File: src/rtl/pcie_ptile_tx_fc.sv
`default_nettype none
// ============================================================================
// Module   : pcie_ptile_tx_fc
// Function : TX flow-control credit gate for the P-Tile tx_st interface.
//            Captures TDM-rotated credit limits, tracks consumption, and
//            grants a request only when header and data credits both suffice.
// Revision : 1.0 - initial release
// ============================================================================
module pcie_ptile_tx_fc #(
    parameter int HDR_CNT_WIDTH  = 12,
    parameter int DATA_CNT_WIDTH = 16,
    parameter int LEN_WIDTH      = 11
) (
    input  logic                 clk,
    input  logic                 rst,
    input  logic [15:0]          tx_cdts_limit,
    input  logic [2:0]           tx_cdts_limit_tdm_idx,
    input  logic                 req_valid,
    input  logic [1:0]           req_type,
    input  logic [LEN_WIDTH-1:0] req_len_dw,
    output logic                 req_ready,
    output logic [5:0]           limit_valid,
    output logic                 stall,
    output logic [31:0]          stall_count
);

    localparam logic [HDR_CNT_WIDTH-1:0]  c_hdr_one  = HDR_CNT_WIDTH'(1);
    localparam logic [HDR_CNT_WIDTH-1:0]  c_hdr_half = {1'b1, {(HDR_CNT_WIDTH-1){1'b0}}};
    localparam logic [DATA_CNT_WIDTH-1:0] c_dat_half = {1'b1, {(DATA_CNT_WIDTH-1){1'b0}}};

    // Index 0/1/2 = posted / non-posted / completion
    logic [HDR_CNT_WIDTH-1:0]  r_limit_h [3];
    logic [HDR_CNT_WIDTH-1:0]  r_cons_h  [3];
    logic [DATA_CNT_WIDTH-1:0] r_limit_d [3];
    logic [DATA_CNT_WIDTH-1:0] r_cons_d  [3];
    logic [5:0]                r_limit_valid;
    logic [31:0]               r_stall_count;

    logic [DATA_CNT_WIDTH:0]   w_len_round;
    logic [DATA_CNT_WIDTH-1:0] w_need_d;
    logic [HDR_CNT_WIDTH-1:0]  w_sel_limit_h;
    logic [HDR_CNT_WIDTH-1:0]  w_sel_cons_h;
    logic [DATA_CNT_WIDTH-1:0] w_sel_limit_d;
    logic [DATA_CNT_WIDTH-1:0] w_sel_cons_d;
    logic                      w_sel_valid;
    logic [HDR_CNT_WIDTH-1:0]  w_rem_h;
    logic [DATA_CNT_WIDTH-1:0] w_rem_d;
    logic                      w_grant;
    logic                      w_stall;

    assign w_len_round = (DATA_CNT_WIDTH+1)'(req_len_dw) + (DATA_CNT_WIDTH+1)'(3);
    assign w_need_d    = DATA_CNT_WIDTH'(w_len_round >> 2);

    always_comb begin
        w_sel_limit_h = '0;
        w_sel_cons_h  = '0;
        w_sel_limit_d = '0;
        w_sel_cons_d  = '0;
        w_sel_valid   = 1'b0;
        case (req_type)
            2'd0: begin
                w_sel_limit_h = r_limit_h[0];
                w_sel_cons_h  = r_cons_h[0];
                w_sel_limit_d = r_limit_d[0];
                w_sel_cons_d  = r_cons_d[0];
                w_sel_valid   = r_limit_valid[0] & r_limit_valid[3];
            end
            2'd1: begin
                w_sel_limit_h = r_limit_h[1];
                w_sel_cons_h  = r_cons_h[1];
                w_sel_limit_d = r_limit_d[1];
                w_sel_cons_d  = r_cons_d[1];
                w_sel_valid   = r_limit_valid[1] & r_limit_valid[4];
            end
            2'd2: begin
                w_sel_limit_h = r_limit_h[2];
                w_sel_cons_h  = r_cons_h[2];
                w_sel_limit_d = r_limit_d[2];
                w_sel_cons_d  = r_cons_d[2];
                w_sel_valid   = r_limit_valid[2] & r_limit_valid[5];
            end
            default: w_sel_valid = 1'b0;
        endcase
    end

    // Half-window modular compare: a remainder that "went negative" lands above half
    assign w_rem_h = w_sel_limit_h - w_sel_cons_h - c_hdr_one;
    assign w_rem_d = w_sel_limit_d - w_sel_cons_d - w_need_d;
    assign w_grant = req_valid && w_sel_valid && (w_rem_h <= c_hdr_half) && (w_rem_d <= c_dat_half);
    assign w_stall = req_valid && !w_grant;

    always_ff @(posedge clk) begin
        if (rst) begin
            for (int i = 0; i < 3; i++) begin
                r_limit_h[i] <= '0;
                r_cons_h[i]  <= '0;
                r_limit_d[i] <= '0;
                r_cons_d[i]  <= '0;
            end
            r_limit_valid <= '0;
            r_stall_count <= '0;
        end else begin
            for (int i = 0; i < 3; i++) begin
                if (tx_cdts_limit_tdm_idx == 3'(i)) begin
                    r_limit_h[i]     <= tx_cdts_limit[HDR_CNT_WIDTH-1:0];
                    r_limit_valid[i] <= 1'b1;
                end
                if (tx_cdts_limit_tdm_idx == 3'(i + 4)) begin
                    r_limit_d[i]         <= tx_cdts_limit[DATA_CNT_WIDTH-1:0];
                    r_limit_valid[i + 3] <= 1'b1;
                end
                if (w_grant && (req_type == 2'(i))) begin
                    r_cons_h[i] <= r_cons_h[i] + c_hdr_one;
                    r_cons_d[i] <= r_cons_d[i] + w_need_d;
                end
            end
            if (w_stall && (r_stall_count != 32'hFFFF_FFFF))
                r_stall_count <= r_stall_count + 32'd1;
        end
    end

    assign req_ready   = w_grant;
    assign stall       = w_stall;
    assign limit_valid = r_limit_valid;
    assign stall_count = r_stall_count;

endmodule
`default_nettype wire

File: config.mk
export PLATFORM = sky130hd
export DESIGN_NAME = pcie_ptile_tx_fc
export DESIGN_NICKNAME = d
export VERILOG_FILES = /design/src/rtl/pcie_ptile_tx_fc.sv
export SDC_FILE = /design/constraint.sdc
export NUM_CORES = 1
export LEC_CHECK = 0
export BUFFER_PORTS_ARGS = -buffer_cell sky130_fd_sc_hd__buf_2
export CELL_PAD_IN_SITES_DETAIL_PLACEMENT = 1
export CELL_PAD_IN_SITES_GLOBAL_PLACEMENT = 1
export CORE_ASPECT_RATIO = 1.25
export CORE_MARGIN = 3
export CORE_UTILIZATION = 30
export DETAILED_ROUTE_END_ITERATION = 8
export GPL_TIMING_DRIVEN = 0
export HOLD_SLACK_MARGIN = 0.06
export PLACE_DENSITY = 0.61
export SLEW_MARGIN = 20
export SYNTH_ARGS = -nofsm -noshare
export SYNTH_HDL_FRONTEND = slang
export SYNTH_SLANG_ARGS = --single-unit
File: constraint.sdc
create_clock -name clk -period 6.3 [get_ports clk]
set_clock_uncertainty 0.05 [all_clocks]
set_input_delay 0 -clock clk [delete_from_list [all_inputs] [get_ports clk]]
set_output_delay 0 -clock clk [all_outputs]
set_load 0.01 [all_outputs]
==> reports/results.ini, run 1 <==
[outcome]
outcome=finished clean

[detailed_routing]
antenna_left=0
first_pass_iters=5
wirelength_mm=39.1
drc_errors=0
vias=10071
routedWlPerCell_um=19.7
drtIter0Drc=462
viasPerCell=5.06

[cts]
clock_latency_ns=0.54
path_clk_slew_ns=0.06
cts-root-buf=clkbuf_16
cts_tree=yes
htree_levels=1
cts_buffer_depth=3
clkSinkCount=206
cts-buffers-inserted=24

[timing]
hold_viol=0
slew_headroom_pct=35.4
finalMaxSlewViolations=0
fin_setup_tns_ns=0
setup_viol=0
period_share_pct=92.4
rsz0062_at_grt=false
post-route-min-period_ns=5.82
worst_pin_slew_ns=0.956
fmax_ghz=0.172

[floorplan]
dieArea_um2=45700
ioPinCount=75
die_h_um=238
core_um2=42400
rows=84
die_w_um=192
initial_core_util_pct=30.5

[setup_path]
arrival_ns=5.94
r2r_slack_ns=0.85
worstPathMaxFanout=28
critPathSlowestCell=fa_1
start_kind=primary input
crit_start=req_type[0]
crit_type=primary input to register
path_common_cell=buf_2
regToRegEndpoint=r_cons_d[0][17]$_SDFFCE_PN0P_
cp_cell_sequence=buf_2 > nor2b_1 > clkbuf_2 > buf_2 > nand2_1 > o21ai_0 > fa_1 > ha_1 > a21oi_1 > o21ai_2 > nor2_1 > mux2_2 > o31ai_1 > nand4_1 > o31ai_4 > nand2_4 > inv_2 > buf_2 > nand2_1 > nand2_4
worstRegToRegCells=18
worstReg2RegStart=r_cons_d[0][37]$_SDFFCE_PN0P_
required_ns=6.42
slowest_delay_ns=0.54
end_kind=register

[grt]
track_usage_pct=16.9
grt_pass1_wl_mm=60.8
grt-ovfl-total=0
grt_max_degree=29
grt_pass1_vias=10829
antenna_found_initial=0

[power_and_ir_drop]
powerDensity_nw_per_um2=265
p_leak_nw=6.12
vdd_ir_drop_max_v=0.000176

[placement]
place_congestion=0.836
hpwl_mm=29.8
port_buffers=69

[job]
max-cap-violations=0

[hold_path]
holdPathEnd=stall_count[10]$_SDFFE_PP0P_
min_from=rst
hold_depth=4
hold_class=primary input to register

[finish]
final_cell_mix=nor2_1 (169), edfxtp_1 (168), a21oi_1 (86)
diodes=0
post-route-util_pct=35.8
layout_commonest_cell=nor2_1
drive_above_1_share_pct=12.6
nets=1527
area_delta_synth_final_pct=17.2

[logic_synthesis]
synth-seq-cells=206
yosys_warnings=0
synth_area_um2=12900
synth_enable_flop_cells=168
synth_cells=1294
synth_fp_nets=1408
synthArstFlopShare_pct=0
ys_seq_area_share_pct=44.9
synth_area_per_cell_um2=10.0
ys_types=79
dominantRegCellSynth=edfxtp_1

through the flow:
stage               area, um2  instances  hold slack [ns]  total power, mW  setup slack (ns)
finish                  15200       1989            0.219             4.02             0.478
global route            15200       1989            0.244             4.21            0.0539
CTS                     15200       1989            0.212             4.06             0.283
detailed placement      14000       1923            0.302             2.48             -1.23
global placement        14000       1922            0.290             2.46             -1.94
floorplan               12900       1294            0.116             2.23             0.634
how the worst max path moves through the flow:
stage,endpoint,slack [ns],depth (start not counted)
6_report,r_cons_d[0][17]$_SDFFCE_PN0P_,0.48,20
5_1_grt,r_cons_d[0][17]$_SDFFCE_PN0P_,0.05,20
4_1_cts,r_cons_d[0][17]$_SDFFCE_PN0P_,0.28,20
3_5_place_dp,r_cons_h[0][18]$_SDFFCE_PN0P_,-1.23,20
3_3_place_gp,r_cons_d[0][32]$_SDFFCE_PN0P_,-1.94,17
2_1_floorplan,r_cons_d[0][32]$_SDFFCE_PN0P_,0.63,18
critical path, delay by kind of cell:
family                   cells  cell delay (ns)
buffers and inverters        5             1.73
AO/OA/AOI/OAI                5             1.25
AND/OR/NAND/NOR              7             1.64
adder cells (fa/ha/maj)      2             0.92
multiplexers                 1             0.35
flip-flops by register name (all words and copies together) (netlist names):
register,cells
limit_valid,6
r_limit_d,48
r_cons_d,48
stall_count,32
r_cons_h,36
r_limit_h,36
logic make-up (layout without fill, tap and decap cells):
logic type,after synthesis,in the layout,share of synthesized area [%]
AOI/OAI and AO/OA,264,264,13.2
buffers and inverters,128,264,4.29
xor gates and xnor gates,94,94,6.47
DFF,206,206,44.9
adders and majority gates,79,79,8.45
and+or+nand+nor,450,450,16.9
muxes,73,73,5.80
report_power, final:
part	switching [mW]	internal [mW]	leakage [nW]	total, mW
Sequential	0.0356	1.54	2.00	1.58
Clock	0.603	0.949	0.415	1.55
Combinational	0.547	0.343	3.71	0.889
Total	1.19	2.84	6.12	4.02
final cells by class:
cell class	instances	area, um2
multi-input cells	960	6610
inverters	75	282
plain buffers	53	295
flip-flops and latches	206	5810
fillers	4794	27200
clock buffers	26	608
well taps	559	699
clock inverters	17	259
repair buffers	93	601
routing by layer:
metal	wire, um	global-route usage [%]	vias up
li1	-	-	4882
met1	16200	19.8	4984
met2	20600	31.9	152
met3	1130	1.91	53
met4	1180	5.36	0
met5	0	0	-
cell usage after synthesis, types with 5 or more instances:
cell type | n | area [um2]
a31oi_1 | 7 | 43.8
nor2b_1 | 15 | 93.8
fa_1 | 14 | 280
nand4_1 | 12 | 75.1
mux2_2 | 12 | 135
edfxtp_1 | 168 | 5040
and2_1 | 17 | 106
buf_2 | 5 | 25.0
a21oi_1 | 87 | 435
o21a_1 | 11 | 82.6
nand2b_1 | 8 | 50.1
nand2_1 | 83 | 312
nor2_1 | 169 | 634
o21ai_0 | 53 | 265
clkbuf_1 | 28 | 105
o21bai_1 | 15 | 113
xnor2_1 | 55 | 482
and3_1 | 43 | 269
buf_1 | 11 | 41.3
a21o_1 | 22 | 165
ha_1 | 65 | 813
dfxtp_1 | 38 | 761
or3_1 | 9 | 56.3
or2_2 | 5 | 31.3
nand3_1 | 37 | 185
nor3_1 | 17 | 85.1
a31o_2 | 11 | 96.3
a211oi_1 | 14 | 105
inv_1 | 73 | 274
and4_1 | 9 | 78.8
buf_6 | 9 | 101
xor2_1 | 38 | 333
mux2i_1 | 60 | 601
timing repair:
action	4_1_cts	5_1_grt
gates resized for setup	12	1
hold buffers	22	0
endpoints found under the setup margin	58	28
hold endpoints to repair	94	0
pin swaps	1	0
setup buffers	1	0
Power figures use the tool's default switching activity.
==> run 2: changes to the inputs <==
- RECOVER_POWER: not set -> 50
==> run 2 against run 1 <==
Compared with the run above: sequential power barely moved; hold slack barely moved; combinational power barely moved; core utilization fell by 0.12 points; first-iteration DRC count fell by 1.1%; final cell count did not move; critical path depth did not move; global-route usage did not move; via count barely moved; maximum frequency fell by 0.19%; clock-buffer cell count did not move; sequential share of layout area rose by 0.12 points; critical path type unchanged; critical endpoint unchanged.
==> reports/results.ini, run 2 (same netlist as run 1, synthesis figures left out) <==
[outcome]
outcome=finished clean

[finish]
final_cell_mix=nor2_1 (169), edfxtp_1 (168), a21oi_1 (86)
final_cells=1989  ; unchanged
drive_above_1_share_pct=9.51  ; -3.1 points
nets=1527  ; unchanged
finalInstanceArea_um2=15100  ; -0.32%
post-route-util_pct=35.7  ; -0.12 points
diodes=0  ; unchanged
layout_commonest_cell=nor2_1
area_delta_synth_final_pct=16.8
top_regs=r_cons_d x48, r_limit_d x48
fill_cells=4809  ; +0.31%

[placement]
hpwl_mm=29.8  ; unchanged
place_congestion=0.836  ; unchanged
dp.cells=1923  ; unchanged
placed_area_um2=14000  ; unchanged
port_buffers=69  ; unchanged

[setup_path]
path_common_cell=buf_2
arrival_ns=5.95  ; about the same
crit_start=req_type[0]
worstPathMaxFanout=28  ; unchanged
end_kind=register
critPathSlowestCell=fa_1
worstReg2RegStart=r_cons_d[0][37]$_SDFFCE_PN0P_
slowest_delay_ns=0.54  ; about the same
crit_type=primary input to register
start_kind=primary input
cp_cell_sequence=buf_2 > nor2b_1 > clkbuf_2 > buf_2 > nand2_1 > o21ai_0 > fa_1 > ha_1 > a21oi_1 > o21ai_2 > nor2_1 > mux2_2 > o31ai_1 > nand4_1 > o31ai_4 > nand2_4 > inv_2 > buf_2 > nand2_1 > nand2_4
required_ns=6.42  ; about the same

[power_and_ir_drop]
vdd_ir_drop_max_v=0.000183  ; +3.9%
powerDensity_nw_per_um2=266  ; +0.32%
p_leak_nw=5.94  ; -3.0%

[cts]
cts_buffer_depth=3  ; unchanged
cts-root-buf=clkbuf_16
cts_tree=yes
cts-buffers-inserted=24  ; unchanged
path_clk_slew_ns=0.06  ; about the same
htree_levels=1  ; unchanged
clkSinkCount=206  ; unchanged
clock_latency_ns=0.54  ; about the same

[grt]
antenna_found_initial=0  ; unchanged
grt_pass1_wl_mm=60.8  ; unchanged
grt_max_degree=29  ; unchanged
track_usage_pct=16.9  ; unchanged
grt_pass1_vias=10829  ; unchanged
grt-ovfl-total=0  ; unchanged

[detailed_routing]
drtIter0Drc=457  ; -1.1%
drc_errors=0  ; unchanged
first_pass_iters=5  ; unchanged
vias=10069  ; -0.020%
antenna_left=0  ; unchanged
wirelength_mm=39.1  ; -0.14%
viasPerCell=5.06  ; about the same
routedWlPerCell_um=19.6  ; -0.14%

[floorplan]
dieArea_um2=45700  ; unchanged
initial_core_util_pct=30.5  ; unchanged
die_h_um=238  ; unchanged
die_w_um=192  ; unchanged
rows=84  ; unchanged
ioPinCount=75  ; unchanged
core_um2=42400  ; unchanged

[timing]
rsz0062_at_grt=false
fmax_ghz=0.171  ; -0.19%
period_share_pct=92.6  ; +0.18 points
worst_pin_slew_ns=1.32  ; +0.367 ns
slew_headroom_pct=11.8  ; -24 points
setup_viol=0  ; unchanged
post-route-min-period_ns=5.83  ; +0.0112 ns
finalMaxSlewViolations=0  ; unchanged
hold_viol=0  ; unchanged

[hold_path]
min_from=rst
hold_class=primary input to register

[job]
max-cap-violations=0  ; unchanged

[run 2: worst max-delay path, delay by kind of cell]
family,cells,cell delay (ns)
AOI/OAI and AO/OA,5,1.26
adders and majority gates,2,0.92
and+or+nand+nor,7,1.64
buffers and inverters,5,1.74
muxes,1,0.35
[run 2: power by group]
part           internal, mW  total, mW  switching, mW
combinational         0.341      0.887          0.546
clock                 0.949       1.55          0.605
sequential             1.54       1.58         0.0357
[run 2: path summary, 6_finish.rpt]
kind,endpoint,slack (ns),depth (start not counted)
worst max register to register,r_cons_d[0][17]$_SDFFCE_PN0P_,0.86,18
worst min register to register,limit_valid[0]$_SDFFE_PP0N_,0.46,2
worst max-delay path,r_cons_d[0][17]$_SDFFCE_PN0P_,0.47,20
worst min-delay path,stall_count[10]$_SDFFE_PP0P_,0.22,4
[run 2: area by class of cell]
| cell class | count | area [um2] | area share, % |
|---|---|---|---|
| Clock inverter | 17 | 259 | 1.71 |
| Multi-Input combinational cell | 960 | 6610 | 43.7 |
| Sequential cell | 206 | 5810 | 38.4 |
| Timing Repair Buffer | 93 | 552 | 3.65 |
| Buffer | 53 | 295 | 1.95 |
| Tap cell | 559 | 699 | 4.63 |
| Clock buffer | 26 | 608 | 4.03 |
| Inverter | 75 | 282 | 1.86 |
[run 2: metal layers]
metal	track usage (%)	vias up	routed length (um)
li1	-	4882	-
met1	19.8	4957	16100
met2	31.9	173	20600
met3	1.91	57	1250
met4	5.36	0	1190
met5	0	-	0
[run 2: timing repair]
action                                  CTS  global route
hold buffers                             22             0
hold endpoints to repair                 94             0
pin swaps                                 1             0
resized for setup                        12             1
setup buffers                             1             0
endpoints found under the setup margin   58            28
[run 2: stage by stage]
step	TNS (ns)	worst slack, ns	hold slack, ns	power [mW]
4_1_cts	0	0.283	0.212	4.06
3_5_place_dp	-108.66	-1.23	0.302	2.48
6_report	0	0.467	0.220	4.02
3_3_place_gp	-157.86	-1.94	0.290	2.46
2_1_floorplan	0	0.634	0.116	2.23
5_1_grt	0	0.0539	0.244	4.21
